## src/rtl/mwadd_pkg.sv

```systemverilog
// Shared types and default sizing for the multi-word sequential adder.
package mwadd_pkg;

  localparam int unsigned WORD_W_DEF    = 16;
  localparam int unsigned NUM_WORDS_DEF = 4;
  localparam int unsigned SKIP_BLK_DEF  = 4;

  typedef enum logic [1:0] {
    IDLE = 2'd0,
    RUN  = 2'd1,
    DONE = 2'd2
  } state_e;

endpackage

```

## src/rtl/carry_skip_slice.sv

```systemverilog
// Combinational WORD_W-bit carry-skip adder: ripple inside each SKIP_BLK block,
// block carry bypassed when every bit of the block propagates.
module carry_skip_slice #(
  parameter int unsigned WORD_W   = 16,
  parameter int unsigned SKIP_BLK = 4
) (
  input  logic [WORD_W-1:0] a,
  input  logic [WORD_W-1:0] b,
  input  logic              cin,
  output logic [WORD_W-1:0] sum,
  output logic              cout
);

  localparam int unsigned NUM_BLK = WORD_W / SKIP_BLK;

  logic [WORD_W-1:0] w_p;
  logic [WORD_W-1:0] w_g;

  assign w_p = a ^ b;
  assign w_g = a & b;

  always_comb begin
    logic c_blk;
    logic c_rip;
    sum   = '0;
    c_blk = cin;
    c_rip = cin;
    for (int unsigned k = 0; k < NUM_BLK; k++) begin
      c_rip = c_blk;
      for (int unsigned j = 0; j < SKIP_BLK; j++) begin
        sum[k*SKIP_BLK + j] = w_p[k*SKIP_BLK + j] ^ c_rip;
        c_rip               = w_g[k*SKIP_BLK + j] | (w_p[k*SKIP_BLK + j] & c_rip);
      end
      // A fully propagating block passes its incoming carry straight through.
      c_blk = (&w_p[k*SKIP_BLK +: SKIP_BLK]) ? c_blk : c_rip;
    end
    cout = c_blk;
  end

endmodule

```

## src/rtl/multiword_add_seq.sv

```systemverilog
// Sequential wide adder: streams operands LSW-first through one carry-skip slice.
// Optional subtract mode (op_sub port) when MWADD_SUB_EN is defined.
module multiword_add_seq
  import mwadd_pkg::*;
#(
  parameter int unsigned WORD_W    = WORD_W_DEF,
  parameter int unsigned NUM_WORDS = NUM_WORDS_DEF,
  parameter int unsigned SKIP_BLK  = SKIP_BLK_DEF
) (
  input  logic                          clk,
  input  logic                          rst,
`ifdef MWADD_SUB_EN
  input  logic                          op_sub,
`endif
  input  logic                          start_valid,
  output logic                          start_ready,
  input  logic [WORD_W*NUM_WORDS-1:0]   op_a,
  input  logic [WORD_W*NUM_WORDS-1:0]   op_b,
  output logic                          res_valid,
  input  logic                          res_ready,
  output logic [WORD_W*NUM_WORDS-1:0]   res_sum,
  output logic                          res_cout,
  output logic                          busy
);

  localparam int unsigned TOTAL_W = WORD_W * NUM_WORDS;
  localparam int unsigned IDX_W   = (NUM_WORDS > 1) ? $clog2(NUM_WORDS) : 1;

  state_e             r_state;
  state_e             w_state_nxt;
  logic [IDX_W-1:0]   r_idx;
  logic               r_carry;
  logic [TOTAL_W-1:0] r_a;
  logic [TOTAL_W-1:0] r_b;
  logic [TOTAL_W-1:0] r_sum;
  logic               r_cout;
  logic               r_sub;

  logic               w_accept;
  logic               w_last;
  logic [WORD_W-1:0]  w_a_slice;
  logic [WORD_W-1:0]  w_b_slice;
  logic [WORD_W-1:0]  w_s_slice;
  logic               w_s_cout;
  logic               w_sub_in;

`ifdef MWADD_SUB_EN
  assign w_sub_in = op_sub;
`else
  assign w_sub_in = 1'b0;
`endif

  assign w_accept  = start_valid && (r_state == IDLE);
  assign w_last    = (r_idx == IDX_W'(NUM_WORDS - 1));
  assign w_a_slice = r_a[32'(r_idx) * WORD_W +: WORD_W];
  assign w_b_slice = r_sub ? ~r_b[32'(r_idx) * WORD_W +: WORD_W]
                           :  r_b[32'(r_idx) * WORD_W +: WORD_W];

  carry_skip_slice #(
    .WORD_W   (WORD_W),
    .SKIP_BLK (SKIP_BLK)
  ) u_slice (
    .a    (w_a_slice),
    .b    (w_b_slice),
    .cin  (r_carry),
    .sum  (w_s_slice),
    .cout (w_s_cout)
  );

  // State register.
  always_ff @(posedge clk) begin
    if (rst) r_state <= IDLE;
    else     r_state <= w_state_nxt;
  end

  // Next-state and status decode.
  always_comb begin
    w_state_nxt = r_state;
    start_ready = 1'b0;
    res_valid   = 1'b0;
    busy        = 1'b0;
    case (r_state)
      IDLE: begin
        start_ready = 1'b1;
        if (start_valid) w_state_nxt = RUN;
      end
      RUN: begin
        busy = 1'b1;
        if (w_last) w_state_nxt = DONE;
      end
      DONE: begin
        busy      = 1'b1;
        res_valid = 1'b1;
        if (res_ready) w_state_nxt = IDLE;
      end
      default: w_state_nxt = IDLE;
    endcase
  end

  // Operand capture and per-slice datapath; the carry register chains slices.
  always_ff @(posedge clk) begin
    if (rst) begin
      r_idx   <= '0;
      r_carry <= 1'b0;
      r_a     <= '0;
      r_b     <= '0;
      r_sub   <= 1'b0;
      r_sum   <= '0;
      r_cout  <= 1'b0;
    end else if (w_accept) begin
      r_a     <= op_a;
      r_b     <= op_b;
      r_sub   <= w_sub_in;
      r_idx   <= '0;
      r_carry <= w_sub_in;
    end else if (r_state == RUN) begin
      r_sum[32'(r_idx) * WORD_W +: WORD_W] <= w_s_slice;
      r_carry <= w_s_cout;
      if (w_last) begin
        r_cout <= w_s_cout;
        r_idx  <= '0;
      end else begin
        r_idx  <= r_idx + IDX_W'(1);
      end
    end
  end

  assign res_sum  = r_sum;
  assign res_cout = r_cout;

endmodule

```

## config.mk

```make
export PLATFORM = sky130hd
export DESIGN_NAME = multiword_add_seq
export DESIGN_NICKNAME = d
export VERILOG_FILES = /design/src/rtl/mwadd_pkg.sv /design/src/rtl/carry_skip_slice.sv /design/src/rtl/multiword_add_seq.sv
export SDC_FILE = /design/constraint.sdc
export NUM_CORES = 1
export LEC_CHECK = 0
export CORE_MARGIN = 2
export CORE_UTILIZATION = 54
export CTS_CLUSTER_DIAMETER = 40
export DETAILED_ROUTE_END_ITERATION = 6
export GPL_TIMING_DRIVEN = 0
export PLACE_DENSITY = 0.9
export SYNTH_ARGS = -nofsm -noshare
export SYNTH_HDL_FRONTEND = slang
export SYNTH_SLANG_ARGS = --single-unit
```

## constraint.sdc

```tcl
create_clock -name clk -period 15.2 [get_ports clk]
set_input_delay 3.04 -clock clk [delete_from_list [all_inputs] [get_ports clk]]
set_output_delay 3.04 -clock clk [all_outputs]
set_load 0.01 [all_outputs]
```

==> qor.yml <==
status: "complete, but fails checks"
violations: "DRC"
synthSimpleGateAreaFrac_pct: 17.64
dpl.hpwl_um: 19340
drive_above_1_share_pct: 7.596
layout.cells.non_filler: 1409
io_pins: 200
synthesis.area_sq_mm: 0.008449
muxShareOfSynthArea_pct: 9.003
gr-usage-met1_pct: 39.59
clockPowerShare_pct: 26.3
synth_compound_gate_area_share_pct: 13.43
use_met3_pct: 6.936
gr-usage-all-layers_pct: 31.97
fmax_ghz: 0.1099
root_buffer: "clkbuf_16"
route.detailed.drc: 1
drv_slew: 0
coreArea_sq_mm: 0.01526
dp_cells: 1377
slowest_delay_ns: 0.63
worstMarginPinSlew_ns: 0.7769
fp.dieArea_sq_mm: 0.01666
power_uw: 1608
row_count: 45
synth-adder-area-share_pct: 7.493
switching_share_pct: 35.91
hp-class: "reg -> reg"
critPathMaxFanout: 10
cpMostUsedCell: "fa_1"
cap_violations: 0
vias_per_cell: 5.704
antenna_found_initial: 0
nNetsFinal: 1358
p_switching_uw: 577.6
grt_first_pass_wirelength_um: 40320
grt_max_degree: 19
gr-usage-met2_pct: 53.44
critPathKind: "reg -> reg"
irDropWorstVdd_v: 0.00009637
p_leak_uw: 0.004203
place_congestion: 0.9359
synthXorXnorAreaFrac_pct: 0
synthArstFlopShare_pct: 0
via_count: 8037
clk_latency_ns: 0.44
cts_resized: 0
path_clk_slew_ns: 0.07
internal-power_uw: 1031
synth.most_common_cell: "nand2_1"
cp.arrival_ns: 9.41
cts_tree: "yes"
wl_um: 26180
cts_hold_buf: 0
start_util_pct: 55.38
ys.flop_type: "dfxtp_1"
drt_first_pass_iters: 7
syn_avg_cell_area_sq_um: 8.729
synth_top_area_share_pct: 46.91
critPathRequiredTime_ns: 15.51
routedWlPerCell_um: 18.58
synth_edf_count: 0
syn_inst: 968
post_dp_cell_area_sq_mm: 0.01070
ys_warn_count: 0
synth_top_family_by_area: "simple AND/OR/NAND/NOR gates"
htree_levels: 4
synth_largest_area_cell: "dfxtp_1"
area_delta_synth_final_pct: 33.04
fin_util_pct: 73.67
power_frac_seq_pct: 39.4
combPwrFrac_pct: 34.3
initialDrtViolationCount: 851
clock_sinks: 198
synth.cells.most_frequent: "nand2_1, dfxtp_1, a21oi_1, nor2_1, clkbuf_1"
syn_nets: 1141
ant_nets: 0
grt_overflow_total: 0
die_h_um: 129.1
clk_path_buf_depth: 2
synth_cell_types: 30
fin_crit_sh_pct: 59.88
design_area_sq_mm: 0.01124
p_per_area_mw_per_mm2: 143.1
crit_slowest_cell: "clkbuf_1"
chipWidth_um: 129.1
grt_pass1_vias: 7832
rsz0062_at_grt: "no"
critPathCaptureType: "flop"
cts_inserted_buffers: 17
synth_area_leaders: "dfxtp_1, nand2_1, a21oi_1"
finalClockSkew_ns: 0.009548
finalSetupViolations: 0
io_buffers: 198
grt_busiest_layer: "met2"
synth-seq-cells: 198
ys_seq_area_share_pct: 46.91
antenna_cells: 0
finalSetupTns_ns: 0
period_minus_slack_ns: 9.101
slew_headroom_pct: 48.20
finalHoldViolCount: 0
start_kind: "flop"
postCtsSetupBuffers: 0
[critical path: cells and delay by family (launching register included)]
| kind | cells | cell delay [ns] |
|---|---|---|
| adder cells (fa/ha/maj) | 15 | 6.04 |
| buffers and inverters | 5 | 1.15 |
| multiplexers | 2 | 0.52 |
| AO/OA/AOI/OAI | 2 | 0.47 |
| flip-flops | 1 | 0.42 |
| AND/OR/NAND/NOR | 4 | 0.34 |
[registers in the layout (all words and copies together), names as in the netlist]
| name | flops |
|---|---|
| res_sum | 64 |
| r_idx | 2 |
| r_a | 64 |
| r_b | 64 |
| r_state | 2 |
| r_carry | 1 |
| res_cout | 1 |
[layout make-up]
type / count / area [sq um]
repair buffers: 198 / 1982
fillers: 1023 / 4018
plain buffers: 70 / 316.6
clock buffers: 17 / 425.4
well taps: 211 / 264.0
inverters: 40 / 150.1
flip-flops and latches: 198 / 3964
clock inverters: 15 / 120.1
multi-input cells: 660 / 4019
[kinds of logic (layout without fill, tap and decap cells)]
group	count (synthesis)	count (layout)
AO/OA/AOI/OAI	199	199
adder cells (fa/ha/maj)	41	41
buffers and inverters	110	340
flip-flops	198	198
multiplexers	36	36
AND/OR/NAND/NOR	384	384
[through the flow]
stage | hold WS [ns] | setup WS [ns]
6_report | 0.4538 | 6.099
5_1_grt | 0.4738 | 5.831
4_1_cts | 0.4547 | 6.195
3_5_place_dp | 0.4446 | 6.220
3_3_place_gp | 0.4397 | 6.383
2_1_floorplan | 0.4331 | 7.204
[per-layer routing]
metal	up-vias	part of all wire (%)
li1	3631	-
met1	3731	37
met2	563	47
met3	112	11
met4	0	4.8
met5	-	0
[cell usage in the layout, fill, tap and decap left out, types with 6 or more instances in the layout]
cell type,instances
inv_1,40
clkdlybuf4s50_1,198
a21oi_1,156
clkbuf_16,17
a22oi_1,8
fa_1,16
inv_6,6
dfxtp_1,198
nand2_1,265
buf_2,19
nor2_1,100
clkbuf_1,43
mux4_2,32
a2bb2oi_1,28
ha_1,25
[power by group through the flow]
stage	Clock, uW	Sequential, uW	Combinational, uW
global placement	0	637	516
detailed placement	0	641	532
finish	424	634	551
floorplan	0	628	350
global route	442	638	593
CTS	421	630	541
[final timing paths]
check                        start                  endpoint  slack, ns  cells past startpoint
max reg2reg  r_idx[1]$_SDFFE_PP0P_  res_sum[31]$_SDFFE_PP0P_       6.10                     28
min           r_b[32]$_SDFFE_PP0P_      r_b[32]$_SDFFE_PP0P_       0.45                      2
min reg2reg   r_b[32]$_SDFFE_PP0P_      r_b[32]$_SDFFE_PP0P_       0.45                      2
max          r_idx[1]$_SDFFE_PP0P_  res_sum[31]$_SDFFE_PP0P_       6.10                     28
(Power assumes the default switching activity.)
